File: config.mk
export PLATFORM = sky130hd
export DESIGN_NAME = cache_refill_unit
export DESIGN_NICKNAME = d
export VERILOG_FILES = /design/src/rtl/cache_refill_unit.sv
export SDC_FILE = /design/constraint.sdc
export NUM_CORES = 1
export LEC_CHECK = 0
export CAP_MARGIN = 20
export CORE_AREA = 2 2 176 178
export DETAILED_ROUTE_END_ITERATION = 6
export DIE_AREA = 0 0 178 180
export GPL_ROUTABILITY_DRIVEN = 0
export PLACE_DENSITY = 0.43
export SKIP_LAST_GASP = 1
export SYNTH_ARGS = -nofsm -noshare
export SYNTH_HDL_FRONTEND = slang
export SYNTH_SLANG_ARGS = --single-unit
File: constraint.sdc
create_clock -name clk -period 2.3 [get_ports clk]
set_input_delay 0.345 -clock clk [delete_from_list [all_inputs] [get_ports clk]]
set_output_delay 0.345 -clock clk [all_outputs]
set_load 0.1 [all_outputs]
File: src/rtl/cache_refill_unit.sv
// Cache miss refill engine: latches the victim, optionally writes it back, then streams a line read into the data RAM.
// Build option: define CACHE_WRITEBACK_EN to enable dirty-victim writeback (WB_REQ state).
module cache_refill_unit #(
  parameter int IDX_W = 8,
  parameter int WAY_W = 1,
  parameter int OFF_W = 2,
  parameter int TAG_W = 20,
  parameter int WORDS = 1 << OFF_W
) (
  input  logic                  clk,
  input  logic                  reset,
  input  logic                  miss_req,
  input  logic [IDX_W-1:0]      miss_index,
  input  logic [WAY_W-1:0]      miss_way,
  input  logic [TAG_W-1:0]      miss_tag,
  input  logic [TAG_W-1:0]      victim_tag,
  input  logic                  victim_dirty,
  input  logic [WORDS*32-1:0]   victim_line,
  output logic                  miss_busy,
  output logic                  miss_done,
  output logic                  rd_req,
  output logic [31:0]           rd_addr,
  input  logic                  rd_rdy,
  input  logic                  ret_valid,
  input  logic                  ret_last,
  input  logic [31:0]           ret_data,
  output logic                  wr_req,
  output logic [31:0]           wr_addr,
  output logic [WORDS*32-1:0]   wr_data,
  input  logic                  wr_rdy,
  output logic                  ram_we,
  output logic [IDX_W-1:0]      ram_index,
  output logic [WAY_W-1:0]      ram_way,
  output logic [OFF_W-1:0]      ram_offset,
  output logic [31:0]           ram_din
);

`ifdef CACHE_WRITEBACK_EN
  typedef enum logic [2:0] {IDLE, WB_REQ, RD_REQ, REFILL, DONE} state_t;
`else
  typedef enum logic [2:0] {IDLE, RD_REQ, REFILL, DONE} state_t;
`endif

  state_t             state, state_nxt;
  logic [OFF_W-1:0]   cnt;
  logic [IDX_W-1:0]   idx_q;
  logic [WAY_W-1:0]   way_q;
  logic [TAG_W-1:0]   tag_q;
`ifdef CACHE_WRITEBACK_EN
  logic [TAG_W-1:0]   vtag_q;
  logic [WORDS*32-1:0] line_q;
`endif

  always_ff @(posedge clk) begin
    if (reset) begin
      state  <= IDLE;
      cnt    <= '0;
      idx_q  <= '0;
      way_q  <= '0;
      tag_q  <= '0;
`ifdef CACHE_WRITEBACK_EN
      vtag_q <= '0;
      line_q <= '0;
`endif
    end else begin
      state <= state_nxt;
      if (state == IDLE && miss_req) begin
        idx_q  <= miss_index;
        way_q  <= miss_way;
        tag_q  <= miss_tag;
`ifdef CACHE_WRITEBACK_EN
        vtag_q <= victim_tag;
        line_q <= victim_line;
`endif
      end
      if (state == RD_REQ && rd_rdy)
        cnt <= '0;
      else if (state == REFILL && ret_valid)
        cnt <= cnt + 1'b1;
    end
  end

  always_comb begin
    state_nxt = state;
    rd_req    = 1'b0;
    wr_req    = 1'b0;
    miss_done = 1'b0;
    case (state)
      IDLE: begin
        if (miss_req) begin
`ifdef CACHE_WRITEBACK_EN
          state_nxt = victim_dirty ? WB_REQ : RD_REQ;
`else
          state_nxt = RD_REQ;
`endif
        end
      end
`ifdef CACHE_WRITEBACK_EN
      WB_REQ: begin
        wr_req = 1'b1;
        if (wr_rdy) state_nxt = RD_REQ;
      end
`endif
      RD_REQ: begin
        rd_req = 1'b1;
        if (rd_rdy) state_nxt = REFILL;
      end
      REFILL: begin
        if (ret_valid && ret_last) state_nxt = DONE;
      end
      DONE: begin
        miss_done = 1'b1;
        state_nxt = IDLE;
      end
      default: state_nxt = IDLE;
    endcase
  end

  // Gating with reset keeps a beat arriving in the reset cycle out of the RAM.
  assign ram_we     = (state == REFILL) && ret_valid && !reset;
  assign ram_din    = ret_data;
  assign ram_offset = cnt;
  assign ram_index  = idx_q;
  assign ram_way    = way_q;
  assign miss_busy  = (state != IDLE);
  assign rd_addr    = {tag_q, idx_q, {OFF_W{1'b0}}, 2'b00};

`ifdef CACHE_WRITEBACK_EN
  assign wr_addr = {vtag_q, idx_q, {OFF_W{1'b0}}, 2'b00};
  assign wr_data = line_q;
`else
  logic unused_wb;
  assign unused_wb = ^{victim_tag, victim_dirty, victim_line, wr_rdy};
  assign wr_addr   = '0;
  assign wr_data   = '0;
`endif

endmodule

# == After elaboration in Yosys (flattened, before gate mapping) ==
# Cells that the tools add are included.
# Widths: inputs -> output; s select.
# totals
out_inout_bits,240
wordCells,28
register_bits,34
# classes
muxes,6
n_eq_ne,6
addsub,1
n_reduce_logical,10
# op_table
operator,n
$mux 3,3
$pmux 3 s3,1
$eq 3x2->1 const B,2
$ne 2x2->1 const B,3
$logic_and 1x1->1,5
$eq 3x1->1 const B,1
$logic_not 3->1,1
$reduce_and 3->1,1
$reduce_bool 3->1,1
$add 2x1->2 const B,1
$mux 1,2
$reduce_or 2->1,1
$logic_not 1->1,1

# == Logic depth before layout (Yosys ltp) ==
# Gate-level depths: netlist (run 1).
# depth
word_depth,3
ltp_mapped,7
mapped_depth_nobuf,5

# == Least setup slack after synthesis (run 1) ==
# No wires, ideal clock.
# synth_timing
path_type,input -> output
startpoint,input reset
endpoint,output ram_we
n_path_buf,2
arrival_time_ps,1954
required_ps,1955
path_slack_ps,1
cell_stages,3
path_cell_list,buf_2 > buf_2 > nor2_1
# synth_between
elab_chain_len,2
# synth_lines
item,line_no,rtl
from (decl),11,"input logic reset,"
$logic_not 1->1,120,assign ram_we = (state == REFILL) && ret_valid && !reset;
$logic_and 1x1->1,120,
to (decl),31,"output logic ram_we,"
# No other way between the ends.

# == Worst setup path after layout (run 1) ==
# layout_timing
startpoint,register state[0]
endpoint,output ram_we
# layout_between
elab_chain_len,3
# layout_lines
item,line_no,rtl
from (decl),44,"state_t state, state_nxt;"
from (signal assigned),66,state <= state_nxt;
$eq 3x2->1,120,
$logic_and 1x1->1 (2 in series),120,
# No other way between the ends.

==> results of run 1 <==
-- synth_stat cells, drive strengths merged --
library cell and instances:
and2 1, o211a 1, xor2 2, dfxtp 33, buf 213, a21bo 1
nand2 60, nand2b 3, a21oi 30, mux2i 1, ha 4, nand3 1
a21o 1, nor2 4, conb 1, clkbuf 2, o21a 1, inv 3
-- registers in the layout (all words and copies together) (netlist names) --
signal	flops
tag_q	20
ram_index	8
ram_offset	2
state	2
ram_way	1
-- path summary, 6_finish.rpt --
path	from	to	slack, ns
worst max-delay path	state[0]	ram_we	0.54
worst min-delay path	reset	tag_q[1]	0.43
worst max register to register	state[0]	ram_index[5]	0.81
worst min register to register	tag_q[16]	tag_q[16]	0.45
-- through the flow --
| step | cell area [µm²] | cells | util [%] | setup WS [ns] | hold WS [ns] |
|---|---|---|---|---|---|
| finish | 3180 | 792 | 10.5 | 0.543 | 0.435 |
| global route | 3180 | 792 | 10.5 | 0.427 | 0.451 |
| CTS | 3180 | 792 | 10.5 | 0.516 | 0.432 |
| detailed placement | 3050 | 786 | 10.1 | 0.548 | 0.451 |
| global placement | 3050 | 786 | 10.1 | 0.542 | 0.444 |
| floorplan | 3490 | 526 | - | 0.00119 | 0.472 |
-- placed cells by master, fill, tap and decap left out, types with 2 or more instances in the layout --
cell / count
a21oi_2: 10
nand2_1: 58
clkbuf_16: 5
clkdlybuf4s50_1: 33
buf_4: 44
nand2_2: 2
a21oi_1: 20
inv_1: 3
conb_1: 165
nand2b_1: 3
nor2_1: 4
xor2_1: 2
ha_1: 4
dfxtp_1: 33
-- layer usage --
| layer | share of wire, % | track usage (%) | up-vias |
|---|---|---|---|
| li1 | - | - | 811 |
| met1 | 33 | 3.60 | 791 |
| met2 | 48 | 5.81 | 173 |
| met3 | 14 | 1.82 | 22 |
| met4 | 4.7 | 2.72 | 0 |
| met5 | 0 | 0 | - |
-- final cells by class --
class | instances | area share, %
Multi-Input combinational cell | 275 | 37.6
Clock inverter | 1 | 0.157
Timing Repair Buffer | 79 | 21.6
Clock buffer | 5 | 3.93
Sequential cell | 33 | 20.8
Tap cell | 396 | 15.6
Inverter | 3 | 0.354
-- power breakdown --
group	total (mW)	switching (mW)	internal [mW]
registers	0.764	0.0758	0.688
logic	3.06	2.66	0.402
clock network	0.667	0.279	0.388
total	4.49	3.02	1.48
-- critical path, delay by kind of cell, from the launching register on --
family / cells / cell delay (ns)
adders and majority gates: 1 / 0.21
buffers and inverters: 2 / 0.29
DFF: 1 / 0.34
and+or+nand+nor: 2 / 0.28
-- kinds of logic (layout without fill, tap and decap cells) --
logic type	Yosys count	count (layout)
simple gates	69	69
mux	1	1
compound gates	34	34
other cells	1	165
flops	33	33
buf+inv	218	88
fa+ha+maj	4	4
xor+xnor	2	2
==> metrics.cfg, run 1 <==
[global_route]
grt_max_degree = 30
grt_pass1_vias = 1357
antenna_found_initial = 0
grt_pass1_wl_um = 8150
grt_usage_pct = 3.64
grt_overflow = 0

[run_status]
status = complete, no violations

[sta]
finalHoldViolCount = 0
fin_skew_ns = 0.00684
fin_crit_sh_pct = 76.4
setup_viol = 0
slew_viol_final = 0
tns_ns = 0
rsz0062_at_grt = false
max_freq_ghz = 0.569
period_needed_ns = 1.76

[die]
ios = 457
die_h_um = 180
coreArea_um2 = 30200
dieWidth_um = 178
die-area_um2 = 32000
std_cell_rows = 64
start_util_pct = 9.52

[yosys]
synth_area_um2 = 2870
avgSynthCellArea_um2 = 7.94
synth-simple-area-share_pct = 9.67
synthMuxAreaShare_pct = 0.348
synth_cells = 362
synth_seq_cells = 33
synth_compound_area_share_pct = 7.75
ys_seq_area_share_pct = 23.0
yosysWarningCount = 0
synth-xor-area-share_pct = 0.610
synth_cell_types = 23
synth_top_family_by_area = buffers and inverters
netlist.area_leader.share_pct = 54.4
synthAdderAreaFrac_pct = 1.74
synth.area.top_cells = buf_4 (54%), dfxtp_1 (23%), nand2_1 (7.6%)
yosys.area.top_type = buf_4

[power]
vdd_drop_max_mv = 0.325
p_per_area_nw_per_um2 = 1410
power_mw = 4.49
p_leak_nw = 1.45

[clock_tree]
clkLatencyLatePin_ns = 0.29
cts_tree = done
path_clk_slew_ns = 0.05
numCtsBuffers = 5
cts_root_buf = clkbuf_16
post_cts_buffers = 0
clockBufferDepth = 2
ctsHoldBuffers = 0
htree_levels = 2
clock_sinks = 33
cts_resized = 0

[cells_and_area]
syn_to_final_growth_pct = 10.7
drive_gt1_share_pct = 16.7
antenna_cells = 0
seqCellArea_um2 = 661
multi_input_area_um2 = 1200
nets = 618
fillers = 3491

[route]
via_count = 1797
routedWlPerCell_um = 7.91
ant_nets = 0
viasPerCell = 2.27
drt_iter0_drc = 32
dr.pass1.iters = 4
routed_wl_um = 6270
drc = 0

[setup_path]
crit_path_start_kind = flip-flop
max_stage_delay_ns = 0.34
worstPathArrival_ns = 1.41
cp_max_fo = 4
end_kind = output port
crit_chain = inv_1 > ha_1 > nand2_1 > nor2_1 > buf_12
reg2reg_depth = 6
worstPathRequired_ns = 1.96
slowest_stage = dfxtp_1
path_class = reg -> out

[worst_hold_path]
worstHoldPathCells = 2
hold_path.class = in -> reg

[flow_run]
max_cap_viol_count = 0

[placement]
hpwl_um = 4740
portBuffers = 77

Note: power is estimated with default switching activity, not from simulation.
==> run 2, diff against run 1 <==
- CORE_AREA: 2 2 176 178 -> 2 2 178 180
- DIE_AREA: 0 0 178 180 -> 0 0 180 182
- clock period: 2.3 -> 1.8 ns (I/O delays scaled with it)
==> run 2 against run 1 <==
- flip-flop and latch count stayed put
- cell count increased by 1.4%
- largest power group unchanged
- non-clock buffer count up 3
- via count rose by 0.50%
- clock power up 63%
- first-iteration DRC count shrank 47%
- combinational power is 36% higher
- wire length grew 10%
- sequential share of layout area is 1.3 points lower
- die area up 2.2%
- largest cell class unchanged
- critical path depth stayed put
- hold slack got worse by 0.048 ns
==> metrics.cfg, run 2 (same netlist as run 1, synthesis figures left out) <==
[clock_tree]
clock_sinks = 33  ; unchanged
cts_tree = done
numCtsBuffers = 5  ; unchanged
clkLatencyLatePin_ns = 0.29  ; about the same
cts_root_buf = clkbuf_16
htree_levels = 2  ; unchanged
path_clk_slew_ns = 0.06  ; about the same
ctsHoldBuffers = 0  ; unchanged
clockBufferDepth = 2  ; unchanged
cts_resized = 0  ; unchanged
post_cts_buffers = 0  ; unchanged

[cells_and_area]
largest_reg_flops = 20  ; unchanged
fillers = 3575  ; +2.4%
drive_gt1_share_pct = 17.7  ; +1.0 points
final_area_um2 = 3390  ; +6.7%
regMostFlops = tag_q
layout_commonest_cell = conb_1
antenna_cells = 0  ; unchanged
fin_util_pct = 11.0  ; +0.42 points
syn_to_final_growth_pct = 18.1
nets = 621  ; +0.49%
final_cell_mix = conb_1 (165), nand2_1 (58), buf_4 (36), clkdlybuf4s50_1 (33), dfxtp_1 (33)
stdcell_count = 803  ; +1.4%

[route]
via_count = 1806  ; +0.50%
dr.pass1.iters = 2  ; -2
drt_iter0_drc = 17  ; -47%
viasPerCell = 2.25  ; -0.88%
routed_wl_um = 6900  ; +10%
drc = 0  ; unchanged
routedWlPerCell_um = 8.59  ; +8.5%
ant_nets = 0  ; unchanged

[setup_path]
path_class = reg -> out
slowest_stage = dfxtp_1
worstPathRequired_ns = 1.53  ; -0.43 ns
max_stage_delay_ns = 0.34  ; about the same
cp_max_fo = 4  ; unchanged
reg2reg_depth = 6  ; unchanged
cp-startpoint = state[0]
reg2reg_to = tag_q[7]
r2r-start = state[1]
ff2ff_setup_slack_ns = 0.42  ; -0.39 ns
worstPathArrival_ns = 1.35  ; -0.06 ns
end_kind = output port
crit_path_start_kind = flip-flop
crit_end = ram_we
crit_chain = inv_1 > ha_1 > nand2_1 > nor2_2 > buf_12

[placement]
place_ws_ns = 0.191  ; -0.357 ns
dp_cells = 795  ; +1.1%
placed_area_um2 = 3220  ; +5.6%
hpwl_um = 5260  ; +11%
portBuffers = 77  ; unchanged

[power]
vdd_drop_max_mv = 0.371  ; +14%
p_leak_nw = 1.53  ; +4.9%
power_frac_seq_pct = 15.8  ; -1.2 points
swShare_pct = 63.2  ; -3.9 points
combPwrFrac_pct = 66.8  ; -1.4 points
intPower_mw = 2.29  ; +55%
p_sw_mw = 3.94  ; +31%
clockPowerShare_pct = 17.4  ; +2.6 points
power_mw = 6.24  ; +39%
p_per_area_nw_per_um2 = 1840  ; +30%

[global_route]
antenna_found_initial = 0  ; unchanged
grt_max_degree = 26  ; -13%
grt_overflow = 0  ; unchanged
grt_pass1_vias = 1389  ; +2.4%
grt_pass1_wl_um = 9090  ; +12%
grt_usage_pct = 4.04  ; +0.40 points

[worst_hold_path]
hold_path.class = in -> reg

[sta]
rsz0062_at_grt = false
period_needed_ns = 1.62
max_freq_ghz = 0.618
tns_ns = 0  ; unchanged
fin_crit_sh_pct = 89.9
layout_setup_ws_ns = 0.181  ; -0.362 ns
finalHoldViolCount = 0  ; unchanged
setup_viol = 0  ; unchanged
fin_hold_ws_ns = 0.387  ; -0.0479 ns
slew_viol_final = 0  ; unchanged
fin_skew_ns = 0.00225  ; -0.00459 ns

[flow_run]
max_cap_viol_count = 0  ; unchanged

[run_status]
status = complete, no violations

[die]
coreArea_um2 = 31000  ; +2.6%
die_h_um = 182  ; +1.1%
ios = 457  ; unchanged
start_util_pct = 9.27  ; -0.24 points
dieWidth_um = 180  ; +1.1%
std_cell_rows = 65  ; +1.6%
die-area_um2 = 32800  ; +2.2%

==> run 2: cell types whose count changed in the layout (fill, tap and decap cells not counted), sizes merged <==
cell / before / now
clkbuf: 5 / 7
buf: 46 / 49
clkinv: 1 / 0
bufinv: 0 / 1
==> run 2: area by class of cell <==
class	instances	area, µm²	share of cell area (%)
Clock inverter	1	30.0	0.885
Tap cell	402	503	14.8
Timing Repair Buffer	82	846	24.9
Sequential cell	33	661	19.5
Inverter	3	11.3	0.332
Multi-Input combinational cell	275	1200	35.4
Clock buffer	7	143	4.20
==> run 2: worst min-delay path by stage <==
| stage | startpoint | endpoint | slack, ns | depth (start not counted) |
|---|---|---|---|---|
| 2_1_floorplan | miss_index[1] | ram_index[1] | 0.40 | 2 |
| 3_3_place_gp | tag_q[18] | tag_q[18] | 0.45 | 2 |
| 3_5_place_dp | tag_q[10] | tag_q[10] | 0.45 | 2 |
| 4_1_cts | reset | state[0] | 0.41 | 3 |
| 5_1_grt | reset | state[0] | 0.45 | 3 |
| 6_report | reset | state[0] | 0.39 | 3 |
==> run 2: power groups by stage <==
stage / clock [mW] / sequential, mW / combinational (mW)
floorplan: 0 / 1.88 / 3.22
global placement: 0 / 1.00 / 4.22
detailed placement: 0 / 1.01 / 4.22
CTS: 1.18 / 0.990 / 4.22
global route: 1.20 / 1.01 / 4.33
finish: 1.09 / 0.986 / 4.16
==> run 2: routing by layer <==
layer / vias to the layer above / track usage [%] / routed length, µm
met3: 24 / 1.87 / 887
li1: 819 / - / -
met2: 174 / 7.11 / 3440
met4: 0 / 2.83 / 316
met5: - / 0 / 0
met1: 789 / 3.70 / 2250
==> run 2: critical path: cells and delay by family (launching register included) <==
| kind | cells | cell delay, ns |
|---|---|---|
| flip-flops | 1 | 0.34 |
| buffers and inverters | 2 | 0.27 |
| AND/OR/NAND/NOR | 2 | 0.24 |
| adder cells (fa/ha/maj) | 1 | 0.21 |
